File: src/rtl/mem_arb_pkg.sv
`default_nettype none
// ============================================================================
// Module   : mem_arb_pkg
// Brief    : Shared types and helpers for the memory arbiter.
// Revision : 1.0 - initial release
// ============================================================================
`ifndef PROC_COUNT
`define PROC_COUNT 4
`endif

package mem_arb_pkg;

    localparam int c_ADDR_W = 32;

    typedef logic [c_ADDR_W-1:0] addr_t;

    typedef enum logic [1:0] {
        IDLE   = 2'd0,
        ACCESS = 2'd1,
        RESP   = 2'd2
    } arb_state_e;

    // Sizes above four words saturate to a full 128-bit line.
    function automatic logic [3:0] size_to_mask(input logic [2:0] size);
        case (size)
            3'd0:    return 4'b0000;
            3'd1:    return 4'b0001;
            3'd2:    return 4'b0011;
            3'd3:    return 4'b0111;
            default: return 4'b1111;
        endcase
    endfunction

endpackage

`default_nettype wire

File: src/rtl/mem_arb_rr_arbiter.sv
`default_nettype none
// ============================================================================
// Module   : rr_arbiter
// Brief    : Combinational round-robin pick starting just above i_ptr.
// Revision : 1.0 - initial release
// ============================================================================
module rr_arbiter
    import mem_arb_pkg::*;
#(
    parameter int N     = 4,
    parameter int IDX_W = (N > 1) ? $clog2(N) : 1
) (
    input  logic [N-1:0]     i_req,
    input  logic [IDX_W-1:0] i_ptr,
    output logic [N-1:0]     o_grant,
    output logic [IDX_W-1:0] o_idx,
    output logic             o_valid
);

    int w_pos;

    always_comb begin
        o_grant = '0;
        o_idx   = '0;
        o_valid = 1'b0;
        w_pos   = 0;
        for (int i = 1; i <= N; i++) begin
            w_pos = (int'(i_ptr) + i) % N;
            if (!o_valid && i_req[w_pos[IDX_W-1:0]]) begin
                o_valid                     = 1'b1;
                o_idx                       = w_pos[IDX_W-1:0];
                o_grant[w_pos[IDX_W-1:0]]   = 1'b1;
            end
        end
    end

endmodule

`default_nettype wire

File: src/rtl/mem_arb.sv
`default_nettype none
// ============================================================================
// Module   : mem_arb
// Brief    : Round-robin arbiter giving PROC_COUNT processors one-at-a-time
//            access to a single synchronous 128-bit memory port.
// Revision : 1.0 - initial release
// ============================================================================
module mem_arb
    import mem_arb_pkg::*;
#(
    parameter int PROC_COUNT = `PROC_COUNT
) (
    input  logic                  i_clk,
    input  logic                  i_rstn,
    input  logic [PROC_COUNT-1:0] i_req_rd,
    input  logic [PROC_COUNT-1:0] i_req_wr,
    input  addr_t                 i_addr    [PROC_COUNT],
    input  logic [127:0]          i_data    [PROC_COUNT],
    input  logic [2:0]            i_wr_size [PROC_COUNT],
    output logic [PROC_COUNT-1:0] o_grant_rd,
    output logic [PROC_COUNT-1:0] o_grant_wr,
    output logic [PROC_COUNT-1:0] o_valid,
    output logic [127:0]          o_data,
    output logic                  o_mem_en,
    output logic                  o_mem_we,
    output addr_t                 o_mem_addr,
    output logic [127:0]          o_mem_wdata,
    output logic [3:0]            o_mem_wmask,
    input  logic [127:0]          i_mem_rdata
);

    localparam int c_IDX_W = (PROC_COUNT > 1) ? $clog2(PROC_COUNT) : 1;

    arb_state_e              r_state;
    arb_state_e              w_state_nxt;
    logic [c_IDX_W-1:0]      r_last_winner;
    logic [c_IDX_W-1:0]      w_rr_idx;
    logic [PROC_COUNT-1:0]   w_req_any;
    logic [PROC_COUNT-1:0]   w_rr_grant;
    logic [PROC_COUNT-1:0]   r_win_oh;
    logic                    w_rr_valid;
    logic                    w_arb;
    logic                    r_op_wr;
    addr_t                   r_addr;
    logic [127:0]            r_wdata;
    logic [127:0]            r_rdata_hold;
    logic [3:0]              r_wmask;

    assign w_req_any = i_req_rd | i_req_wr;

    rr_arbiter #(
        .N     (PROC_COUNT),
        .IDX_W (c_IDX_W)
    ) u_rr_arbiter (
        .i_req   (w_req_any),
        .i_ptr   (r_last_winner),
        .o_grant (w_rr_grant),
        .o_idx   (w_rr_idx),
        .o_valid (w_rr_valid)
    );

    always_ff @(posedge i_clk or negedge i_rstn) begin
        if (!i_rstn) begin
            r_state <= IDLE;
        end else begin
            r_state <= w_state_nxt;
        end
    end

    // Outputs decode from state so an asynchronous reset clears them at once.
    always_comb begin
        w_state_nxt = r_state;
        w_arb       = 1'b0;
        o_grant_rd  = '0;
        o_grant_wr  = '0;
        o_valid     = '0;
        o_mem_en    = 1'b0;
        o_mem_we    = 1'b0;
        o_mem_addr  = '0;
        o_mem_wdata = '0;
        o_mem_wmask = '0;
        o_data      = r_rdata_hold;
        case (r_state)
            IDLE: begin
                if (w_rr_valid) begin
                    w_arb       = 1'b1;
                    w_state_nxt = ACCESS;
                end
            end
            ACCESS: begin
                o_mem_en    = 1'b1;
                o_mem_we    = r_op_wr;
                o_mem_addr  = r_addr;
                o_mem_wdata = r_wdata;
                o_mem_wmask = r_wmask;
                if (r_op_wr) begin
                    o_grant_wr  = r_win_oh;
                    w_state_nxt = IDLE;
                end else begin
                    o_grant_rd  = r_win_oh;
                    w_state_nxt = RESP;
                end
            end
            RESP: begin
                o_valid     = r_win_oh;
                o_data      = i_mem_rdata;
                w_state_nxt = IDLE;
            end
            default: w_state_nxt = IDLE;
        endcase
    end

    // A proc with both requests up is served as a read; its write waits.
    always_ff @(posedge i_clk or negedge i_rstn) begin
        if (!i_rstn) begin
            r_last_winner <= c_IDX_W'(PROC_COUNT - 1);
            r_win_oh      <= '0;
            r_op_wr       <= 1'b0;
            r_addr        <= '0;
            r_wdata       <= '0;
            r_wmask       <= '0;
            r_rdata_hold  <= '0;
        end else begin
            if (w_arb) begin
                r_last_winner <= w_rr_idx;
                r_win_oh      <= w_rr_grant;
                r_op_wr       <= !i_req_rd[w_rr_idx];
                r_addr        <= i_addr[w_rr_idx];
                r_wdata       <= i_data[w_rr_idx];
                r_wmask       <= i_req_rd[w_rr_idx] ? 4'b0000
                                                    : size_to_mask(i_wr_size[w_rr_idx]);
            end
            if (r_state == RESP) begin
                r_rdata_hold <= i_mem_rdata;
            end
        end
    end

endmodule

`default_nettype wire
File: config.mk
export PLATFORM = sky130hd
export DESIGN_NAME = mem_arb
export DESIGN_NICKNAME = d
export VERILOG_FILES = /design/src/rtl/mem_arb_pkg.sv /design/src/rtl/mem_arb_rr_arbiter.sv /design/src/rtl/mem_arb.sv
export SDC_FILE = /design/constraint.sdc
export NUM_CORES = 1
export LEC_CHECK = 0
export ABC_AREA = 1
export BUFFER_PORTS_ARGS = -buffer_cell sky130_fd_sc_hd__buf_2
export CAP_MARGIN = 20
export CORE_AREA = 2 2 431 433
export CTS_CLUSTER_SIZE = 14
export DETAILED_ROUTE_END_ITERATION = 6
export DIE_AREA = 0 0 433 435
export PLACE_DENSITY = 0.36
export SLEW_MARGIN = 20
export SYNTH_ARGS = -nofsm -noshare
export SYNTH_HDL_FRONTEND = slang
export SYNTH_HIERARCHICAL = 1
export SYNTH_SLANG_ARGS = --single-unit
File: constraint.sdc
create_clock -name i_clk -period 7.7 [get_ports i_clk]
set_clock_uncertainty 0.05 [all_clocks]
set_input_delay 1.155 -clock i_clk [delete_from_list [all_inputs] [get_ports i_clk]]
set_output_delay 1.155 -clock i_clk [all_outputs]
set_load 0.01 [all_outputs]
==> results.yml, run 1 <==
yosys:
  syn-num-nets: 3174
  ys_seq_area_share_pct: 43.2
  ys_ff_latch: 301
  ys_types: 30
  synthCells: 2376
  syn_avg_cell_area_sq_um: 7.34
  ys_warn_count: 6
  syn_area_sq_um: 17400
die:
  num_rows: 158
  start_util_pct: 9.48
  die_x_um: 433
  io_pins: 1096
  die_area_sq_um: 188000
  fp.dieH_um: 435
  core_area_sq_um: 184000
setup_path:
  cp_slowest_stage_delay_ns: 0.78
  crit_family: "buffers and inverters"
  crit_fanout: 69
  cp-end-kind: "flip-flop"
  critPathMostFrequentCell: "inv_1"
  worstPathCellList: "inv_1 > ha_1 > inv_1 > nand2_2 > a31oi_1 > nand3_4 > inv_4 > buf_4 > nand3_1 > a21oi_1 > nand2_1 > o21ai_1"
  crit_arrival_ns: 5.09
  rr_worst_depth: 12
  crit_path_start_kind: "flip-flop"
  critPathSlowestCell: "inv_4"
  worstPathRequired_ns: 8.19
  crit_type: "reg2reg"
  cp.depth: 12
  path_buf_inv: 4
run_status:
  status: "completed"
clocking:
  cts.repair.resized: 0
  post-cts-setup-buffers: 0
  clock_path_buffers: 3
  cts-buffers-inserted: 43
  clock_latency_ns: 0.62
  root_buffer: "clkbuf_16"
  cts-htree-levels: 2
  cts.sinks: 301
  clk_pin_slew_ns: 0.07
  holdBufCountCts: 0
  cts_tree: "yes"
placed_design:
  port_buffers: 1095
  dp_hpwl_um: 100000
  dpl_cell_area_sq_um: 25500
  gp_congestion: 0.988
global_route:
  grt_use_total_pct: 12.6
  antenna_found_initial: 52
  grt_pass1_wl_um: 167000
  grt_max_degree: 163
  overflow: 0
  grt_pass1_vias: 20700
flow_run:
  drv_cap: 0
pwr:
  irDropWorstVdd_mv: 0.528
  power_density_nw_per_um2: 587
  p_leak_nw: 13.3
detailed_routing:
  final_antenna_net_count: 0
  drt_iter0_drc: 1301
  wl_per_cell_um: 21.1
  wl_um: 125000
  post_drt_via_cell_ratio: 3.53
  drtPass1Iterations: 5
  drc: 0
  vias: 20800
sta:
  slew_headroom_pct: 7.99
  finalMaxSlewViolations: 0
  hold_viol: 0
  fmaxAchievable_mhz: 217
  grt_setup_unrepaired: "false"
  fin_crit_ns: 4.60
  post-route-period-util_pct: 59.7
  fin_setup_tns_ns: 0
  setup_viol: 0
  worst_slew_pin_slew_ns: 1.38
final_layout:
  synthToLayoutAreaGrowth_pct: 55.0
  final_area_sq_um: 27000
  num-nets-final: 4158
  layout-drive-gt1-share_pct: 39.4
min_path:
  hold_path.class: "in2async"
## cell type report
class                      count  area, sq um
fill                       21500       157000
multi-input combinational   1713         8440
sequential                   301         7530
timing repair buffer        1115         5710
tap                         2480         3100
clock buffer                  65         1290
inverter                     186          726
clock inverter                10          148
antenna                       36         90.1
## per-stage QoR
stage | util (%) | total power [W] | setup WS [ns] | instances | hold slack [ns]
floorplan | - | 0.00968 | 4.53 | 2376 | 0.365
global placement | 13.9 | 0.0139 | 2.62 | 5795 | 0.412
detailed placement | 13.9 | 0.0140 | 2.62 | 5795 | 0.415
CTS | 14.6 | 0.0162 | 3.07 | 5870 | 0.372
global route | 14.7 | 0.0173 | 2.79 | 5900 | 0.385
finish | 14.7 | 0.0159 | 3.10 | 5906 | 0.383
## placed cells by master (no fill, tap or decap), types with 5 or more instances in the layout
cell type     n
buf_12        5
mux2_2      128
clkbuf_16    43
inv_1       179
a21oi_1       5
nor2_1      567
diode_2      36
dfrtp_1     299
nand4_1       6
nand3_1      24
o21ai_1     137
buf_2      1094
ha_1          8
clkbuf_8     13
nand2_2       5
o21ai_0     321
nand2_1     398
o22ai_1      96
clkbuf_1      9
buf_4        14
## cells in the mapped netlist
master,n,area share [%]
a21boi_0,4,0.17
buf_1,20,0.43
buf_2,70,2.0
nand3_1,25,0.72
dfrtp_1,299,43
clkbuf_1,71,1.5
nand3_2,1,0.057
a21oi_2,1,0.050
nand2_1,400,8.6
dfstp_2,2,0.30
buf_4,5,0.22
inv_4,1,0.036
o22ai_1,96,3.4
a31oi_1,1,0.036
nor2_1,567,12
clkbuf_2,6,0.17
nor2_8,1,0.11
or2_2,4,0.14
inv_1,180,3.9
a21oi_1,5,0.14
nor2_2,2,0.072
nand2_4,1,0.065
nand2_2,5,0.18
o21ai_0,321,9.2
buf_6,4,0.26
ha_1,8,0.57
nand4_1,6,0.22
inv_2,5,0.11
mux2_2,128,8.3
o21ai_1,137,3.9
## per-layer routing
metal	vias up	track usage, %	share of wire, %
li1	9697	-	-
met1	10100	15.0	40
met2	881	20.7	47
met3	161	4.42	9.2
met4	30	5.01	3.5
met5	-	0	0.14
## sequential cells by signal, indices dropped and copies added, names as in the netlist
name / count
r_last_winner: 2
r_win_oh: 4
r_state: 2
r_addr: 32
r_rdata_hold: 128
r_wdata: 128
r_wmask: 4
r_op_wr: 1
## cells by family (layout without fill, tap and decap cells)
logic type,count (synthesis),in the layout,share of synthesized area (%)
multiplexers,128,128,8.26
AND/OR/NAND/NOR,1012,1012,22.4
flip-flops,301,301,43.2
other,0,36,0
adder cells (fa/ha/maj),8,8,0.574
AO/OA/AOI/OAI,565,565,17.0
buffers and inverters,362,1376,8.63
## final timing paths
path | slack, ns | to | from
worst min register to register | 0.43 | r_addr[31] | r_addr[31]
worst max-delay path | 3.10 | r_wmask[1] | r_last_winner[1]
min in group i_clk | 0.43 | r_addr[31] | r_addr[31]
worst max register to register | 3.10 | r_wmask[1] | r_last_winner[1]
worst min-delay path | 0.38 | r_rdata_hold[54] | i_rstn
max in group asynchronous | 5.93 | r_wdata[37] | i_rstn
## worst reg2reg max path, cell delays in order, from the launching register on
cell and delay [ns]:
dfstp_2 0.63, inv_1 0.17, ha_1 0.35, inv_1 0.13
nand2_2 0.11, a31oi_1 0.25, nand3_4 0.70, inv_4 0.92
buf_4 0.56, nand3_1 0.22, a21oi_1 0.21, nand2_1 0.12
o21ai_1 0.09
## where the power goes
group | switching [W] | total (W) | internal (W)
combinational | 0.00768 | 0.0110 | 0.00335
clock | 0.000871 | 0.00209 | 0.00122
sequential | 0.000306 | 0.00276 | 0.00246
total | 0.00886 | 0.0159 | 0.00702
No activity file was read; power rests on OpenSTA's default activity.
==> run 2, diff against run 1 <==
--- a/config.mk
+++ b/config.mk
@@ -5,14 +5,14 @@
 export SDC_FILE = /design/constraint.sdc
 export NUM_CORES = 1
 export LEC_CHECK = 0
-export ABC_AREA = 1
+export ABC_AREA = 0
 export BUFFER_PORTS_ARGS = -buffer_cell sky130_fd_sc_hd__buf_2
 export CAP_MARGIN = 20
-export CORE_AREA = 2 2 431 433
+export CORE_AREA = 2 2 433 435
 export CTS_CLUSTER_SIZE = 14
 export DETAILED_ROUTE_END_ITERATION = 6
-export DIE_AREA = 0 0 433 435
-export PLACE_DENSITY = 0.36
+export DIE_AREA = 0 0 435 437
+export PLACE_DENSITY = 0.35
 export SLEW_MARGIN = 20
 export SYNTH_ARGS = -nofsm -noshare
 export SYNTH_HDL_FRONTEND = slang
==> constraint.sdc (replaced) <==
create_clock -name i_clk -period 4.8 [get_ports i_clk]
set_clock_uncertainty 0.05 [all_clocks]
set_input_delay 0.72 -clock i_clk [delete_from_list [all_inputs] [get_ports i_clk]]
set_output_delay 0.72 -clock i_clk [all_outputs]
set_load 0.01 [all_outputs]
==> run 2 against run 1 <==
Via count fell by 21%. Critical path type is now reg2out. Setup slack got worse by 2.0 ns. Synthesized cell count fell by 38%. Die area rose by 0.92%. Global-route usage rose by 0.36 points. Cell count fell by 14%. Critical path depth fell by 8. First-iteration DRC count fell by 33%.
==> results.yml, run 2 <==
sta:
  grt_setup_unrepaired: "false"
  hold_viol: 0
  worst_slew_pin_slew_ns: 1.09
  setup_viol: 0
  whs_ns: 0.257
  fmaxAchievable_mhz: 271
  finalMaxSlewViolations: 0
  slew_headroom_pct: 27.1
  fin_setup_tns_ns: 0
  fin_crit_ns: 3.69
  post-route-period-util_pct: 76.9
min_path:
  min_to: "r_rdata_hold[100]"
  hold_path.class: "in2reg"
  hold_depth: 2
  min_from: "i_mem_rdata[100]"
detailed_routing:
  final_antenna_net_count: 0
  drt_iter0_drc: 870
  drtPass1Iterations: 4
  vias: 16500
  wl_um: 128000
  drc: 0
  post_drt_via_cell_ratio: 3.25
  wl_per_cell_um: 25.2
yosys:
  synth_most_common_cell: "nand2_1"
  ys_types: 43
  ys_warn_count: 6
  netlist_top_cells_area: "dfrtp_1 (44%), mux4_2 (20%), nand2_1 (11%), mux2_2 (8.5%), and2_1 (6.4%)"
  ys.flop_type: "dfrtp_1"
  synthCells: 1467
  async_flop_share_pct: 100
  synth-edff-count: 0
  ys_ff_latch: 301
  synth.largest_area_cell: "dfrtp_1"
  synth_common_cells: "nand2_1 (517), dfrtp_1 (299), and2_1 (173), mux4_2 (151), mux2_2 (128)"
  syn_area_sq_um: 17000
  synth_top_area_share_pct: 43.9
  syn-num-nets: 2265
  syn_avg_cell_area_sq_um: 11.6
  ys_seq_area_share_pct: 44.2
clocking:
  clock_latency_ns: 0.68
  clock_path_buffers: 3
  root_buffer: "clkbuf_16"
  cts.sinks: 301
  clk_pin_slew_ns: 0.08
  cts-htree-levels: 2
  cts_tree: "yes"
  cts-buffers-inserted: 46
global_route:
  antenna_found_initial: 76
  grt_use_total_pct: 13.0
  use_met3_pct: 4.37
  grt_pass1_wl_um: 166000
  met2_usage_pct: 21.4
  met1_usage_pct: 16.2
  overflow: 0
  busiest_layer: "met2"
  grt_max_degree: 123
  grt_pass1_vias: 17200
setup_path:
  worstPathRequired_ns: 4.03
  r2r_slack_ns: 1.39
  cp_slowest_stage_delay_ns: 0.72
  crit_arrival_ns: 2.92
  rr_worst_depth: 9
  r2r_end: "r_wdata[3]"
  crit_family: "simple AND/OR/NAND/NOR gates"
  crit_fanout: 70
  cp-end-kind: "output pin"
  worstPathCellList: "nor2b_4 > buf_12 > mux2_2 > buf_2"
  crit_type: "reg2out"
  cp.depth: 4
  crit_path_start_kind: "flip-flop"
  critPathSlowestCell: "nor2b_4"
  timing.rr.start: "r_last_winner[0]"
  path_buf_inv: 2
final_layout:
  final_area_sq_um: 27000
  layout.cells.most_common: "buf_2"
  layout-drive-gt1-share_pct: 58.3
  layout_common_cells: "buf_2 (1,094), nand2_1 (517), dfrtp_1 (299), and2_1 (173), mux4_2 (151)"
  num-nets-final: 3331
  reg_top3: "r_rdata_hold x128, r_wdata x128, r_addr x32"
  synthToLayoutAreaGrowth_pct: 58.6
  fillerInstances: 21100
placed_design:
  gp_congestion: 0.962
  port_buffers: 1095
  dpl_cell_area_sq_um: 25400
  dp_hpwl_um: 106000
die:
  fp.dieH_um: 437
  start_util_pct: 9.21
  num_rows: 158
  die_area_sq_um: 190000
  die_x_um: 435
  io_pins: 1096
  core_area_sq_um: 185000
pwr:
  irDropWorstVdd_mv: 0.586
  power_density_nw_per_um2: 804
  total_power_w: 0.0217
  p_leak_nw: 13.0
run_status:
  status: "completed"
flow_run:
  drv_cap: 0
[run 2: worst max path at each step]
| stage | from | to |
|---|---|---|
| after floorplan | i_req_rd[0] | r_addr[31] |
| after global placement | i_req_rd[3] | r_wdata[61] |
| after detailed placement | i_req_rd[3] | r_wdata[82] |
| after CTS | r_state[1] | o_data[60] |
| after global routing | r_state[1] | o_data[60] |
| final | r_state[1] | o_data[60] |
[run 2: area by class of cell]
| type | count | area (sq um) | share of cell area (%) |
|---|---|---|---|
| clock inverter | 17 | 251 | 0.931 |
| antenna | 23 | 57.6 | 0.213 |
| timing repair buffer | 1129 | 5960 | 22.1 |
| tap | 2480 | 3100 | 11.5 |
| inverter | 5 | 23.8 | 0.0880 |
| multi-input combinational | 1050 | 8780 | 32.5 |
| clock buffer | 67 | 1310 | 4.85 |
| sequential | 301 | 7530 | 27.9 |
[run 2: cells by family after synthesis]
logic type,share of synthesized area [%]
muxes,30.8
AOI/OAI and AO/OA,1.27
DFF,44.2
adders and majority gates,0.587
buffers and inverters,4.42
and+or+nand+nor,18.7
[run 2: metal layers]
layer / part of all wire, % / up-vias
li1: - / 7226
met1: 41 / 8361
met2: 47 / 738
met3: 9.1 / 158
met4: 2.5 / 20
met5: 0.10 / -
[run 2: metrics by stage]
stage	std cells	utilization, %	setup slack [ns]
final	5072	14.6	1.11
after floorplan	1467	-	1.45
after CTS	5049	14.6	0.930
after global placement	4964	13.7	0.918
after global routing	5050	14.6	0.876
after detailed placement	4964	13.7	0.919
[run 2: power by group]
group          internal [W]  leakage (nW)  switching [W]
registers           0.00390          3.63       0.000694
logic               0.00566          8.60        0.00784
clock network       0.00213         0.756        0.00152
total                0.0117          13.0         0.0101
[run 2: worst reg2reg max path, delay by kind of cell (launching register included)]
kind | cells | cell delay, ns
multiplexers | 2 | 1.40
buffers and inverters | 1 | 0.30
AND/OR/NAND/NOR | 4 | 0.40
flip-flops | 1 | 0.75
AO/OA/AOI/OAI | 2 | 0.37
[run 2: timing repair]
action                    4_1_cts  5_1_grt
hold buffers                    1        0
setup buffers                   0        0
gates resized for setup         0        0
hold endpoints to repair        9        0
==> run 3, diff against run 2 <==
--- a/config.mk
+++ b/config.mk
@@ -8,11 +8,11 @@
 export ABC_AREA = 0
 export BUFFER_PORTS_ARGS = -buffer_cell sky130_fd_sc_hd__buf_2
 export CAP_MARGIN = 20
-export CORE_AREA = 2 2 433 435
+export CORE_AREA = 2 2 428 430
 export CTS_CLUSTER_SIZE = 14
 export DETAILED_ROUTE_END_ITERATION = 6
-export DIE_AREA = 0 0 435 437
-export PLACE_DENSITY = 0.35
+export DIE_AREA = 0 0 430 432
+export PLACE_DENSITY = 0.36
 export SLEW_MARGIN = 20
 export SYNTH_ARGS = -nofsm -noshare
 export SYNTH_HDL_FRONTEND = slang
==> constraint.sdc (replaced) <==
create_clock -name i_clk -period 3.3 [get_ports i_clk]
set_clock_uncertainty 0.05 [all_clocks]
set_input_delay 0.495 -clock i_clk [delete_from_list [all_inputs] [get_ports i_clk]]
set_output_delay 0.495 -clock i_clk [all_outputs]
set_load 0.01 [all_outputs]
==> run 3 against run 2 <==
Final area grew 4.4%. Clock-buffer cell count up 2. First-iteration DRC count is 37% higher. Non-clock buffer count is 133 higher. Setup slack worse by 0.97 ns. Clock power is 41% higher. Critical path type unchanged. Core utilization up 0.93 points.
==> results.yml, run 3 (synthesis gave the netlist of run 2 again) <==
pwr:
  pwr-share-comb_pct: 63.9
  seqPwrFrac_pct: 20.3
  p_int_w: 0.0178
  p_leak_nw: 13.6
  switching_share_pct: 45.2
  p_switching_w: 0.0147
  irDropWorstVdd_mv: 0.456
  pwr-share-clk_pct: 15.8
  power_density_nw_per_um2: 1150
clocking:
  post-cts-setup-buffers: 0
  clk_pin_slew_ns: 0.06
  clock_path_buffers: 3
  clock_latency_ns: 0.66
  cts-htree-levels: 2
  cts.sinks: 301
  cts_tree: "yes"
  root_buffer: "clkbuf_16"
  cts-buffers-inserted: 45
global_route:
  met2_usage_pct: 20.7
  grt_pass1_wl_um: 169000
  use_met3_pct: 5.05
  antenna_found_initial: 94
  grt_max_degree: 75
  met1_usage_pct: 17.5
  grt_use_total_pct: 13.5
  busiest_layer: "met2"
  overflow: 0
  grt_pass1_vias: 17800
die:
  die_area_sq_um: 186000
  start_util_pct: 9.38
  num_rows: 157
  core_area_sq_um: 182000
  die_x_um: 430
  io_pins: 1096
  fp.dieH_um: 432
run_status:
  status: "completed"
final_layout:
  synthToLayoutAreaGrowth_pct: 65.6
  reg_top3: "r_rdata_hold x128, r_wdata x128, r_addr x32"
  layout_common_cells: "buf_2 (1,094), nand2_1 (517), dfrtp_1 (299), and2_1 (173), mux4_2 (151)"
  final_cells: 5118
  layout-drive-gt1-share_pct: 57.5
  layout.cells.most_common: "buf_2"
  num-nets-final: 3463
sta:
  fmaxAchievable_mhz: 316
  setup_viol: 0
  hold_viol: 0
  grt_setup_unrepaired: "false"
  post-route-period-util_pct: 95.8
  fin_setup_tns_ns: 0
  fin_crit_ns: 3.16
  slew_headroom_pct: 53.2
  finalMaxSlewViolations: 0
  worst_slew_pin_slew_ns: 0.703
placed_design:
  dp_hpwl_um: 111000
  dp.cells: 4928
  port_buffers: 1095
  gp_congestion: 0.956
setup_path:
  crit_fanout: 19
  crit_path_start: "r_state[1]"
  worstPathRequired_ns: 2.75
  timing.rr.start: "r_last_winner[1]"
  crit_arrival_ns: 2.61
  crit_type: "reg2out"
  crit_path_start_kind: "flip-flop"
  cp-end-kind: "output pin"
detailed_routing:
  wl_um: 131000
  drtPass1Iterations: 5
  final_antenna_net_count: 0
  drt_iter0_drc: 1189
  post_drt_via_cell_ratio: 3.40
  vias: 17400
  drc: 0
  wl_per_cell_um: 25.6
flow_run:
  drv_cap: 0
min_path:
  hold_path.class: "in2reg"
  min_from: "i_mem_rdata[115]"
## run 3: cell types whose count changed in the layout (fill, tap and decap cells not counted), sizes merged
| cell | delta |
|---|---|
| buf | +59 |
| clkinvlp | -1 |
| dlygate4sd3 | +74 |
| clkbuf | +2 |
| clkinv | -1 |
| diode | +9 |
| bufinv | -1 |
## run 3: final timing paths
kind                                     end  slack [ns]  depth (start not counted)
max reg2reg                      r_wdata[63]        0.20                         11
min in group asynchronous   r_rdata_hold[29]        0.45                          2
min                        r_rdata_hold[115]        0.07                          2
min reg2reg                      r_wdata[11]        0.41                          2
max                                o_data[8]        0.14                          4
max in group asynchronous        r_wdata[97]        1.81                          3
## run 3: final cells by class
type / instances / area, sq um
flip-flops and latches: 301 / 7530
well taps: 2385 / 2980
clock inverters: 14 / 223
diodes: 32 / 80.1
inverters: 5 / 23.8
multi-input cells: 1050 / 8780
fillers: 20600 / 153000
clock buffers: 69 / 1300
repair buffers: 1262 / 7290
## run 3: power by group through the flow
stage                     clock network, W  registers, W  logic [W]
after global placement                   0       0.00663     0.0212
after global routing               0.00552       0.00680     0.0225
final                              0.00514       0.00659     0.0207
after floorplan                          0       0.00620     0.0125
after detailed placement                 0       0.00666     0.0211
after CTS                          0.00542       0.00663     0.0213
## run 3: metal layers
layer	vias to the layer above	routed length [um]
li1	7497	-
met1	8782	56400
met2	898	58000
met3	197	12200
met4	22	4210
met5	-	139
## run 3: worst max-delay path, stage by stage (launching register included)
cell	delay (ns)
dfrtp_1	0.41
nor2b_4	0.62
buf_12	0.26
mux2_2	0.45
buf_2	0.18
## run 3: timing repair
action | CTS | global route
gates resized for setup | 1 | 0
setup endpoints to repair | 4 | 0
hold buffers | 75 | 0
hold endpoints to repair | 131 | 0
## run 3: metrics by stage
| step | power (W) | area (sq um) | setup WS, ns | hold WS, ns | utilization, % |
|---|---|---|---|---|---|
| 2_1_floorplan | 0.0187 | 17000 | 0.171 | 0.149 | - |
| 3_3_place_gp | 0.0278 | 25900 | -0.148 | 0.399 | 14.2 |
| 3_5_place_dp | 0.0278 | 25900 | -0.0813 | 0.404 | 14.2 |
| 4_1_cts | 0.0333 | 28100 | 0.0240 | 0.00109 | 15.5 |
| 5_1_grt | 0.0348 | 28200 | 0.000580 | 0.0219 | 15.5 |
| 6_report | 0.0325 | 28200 | 0.140 | 0.0746 | 15.5 |
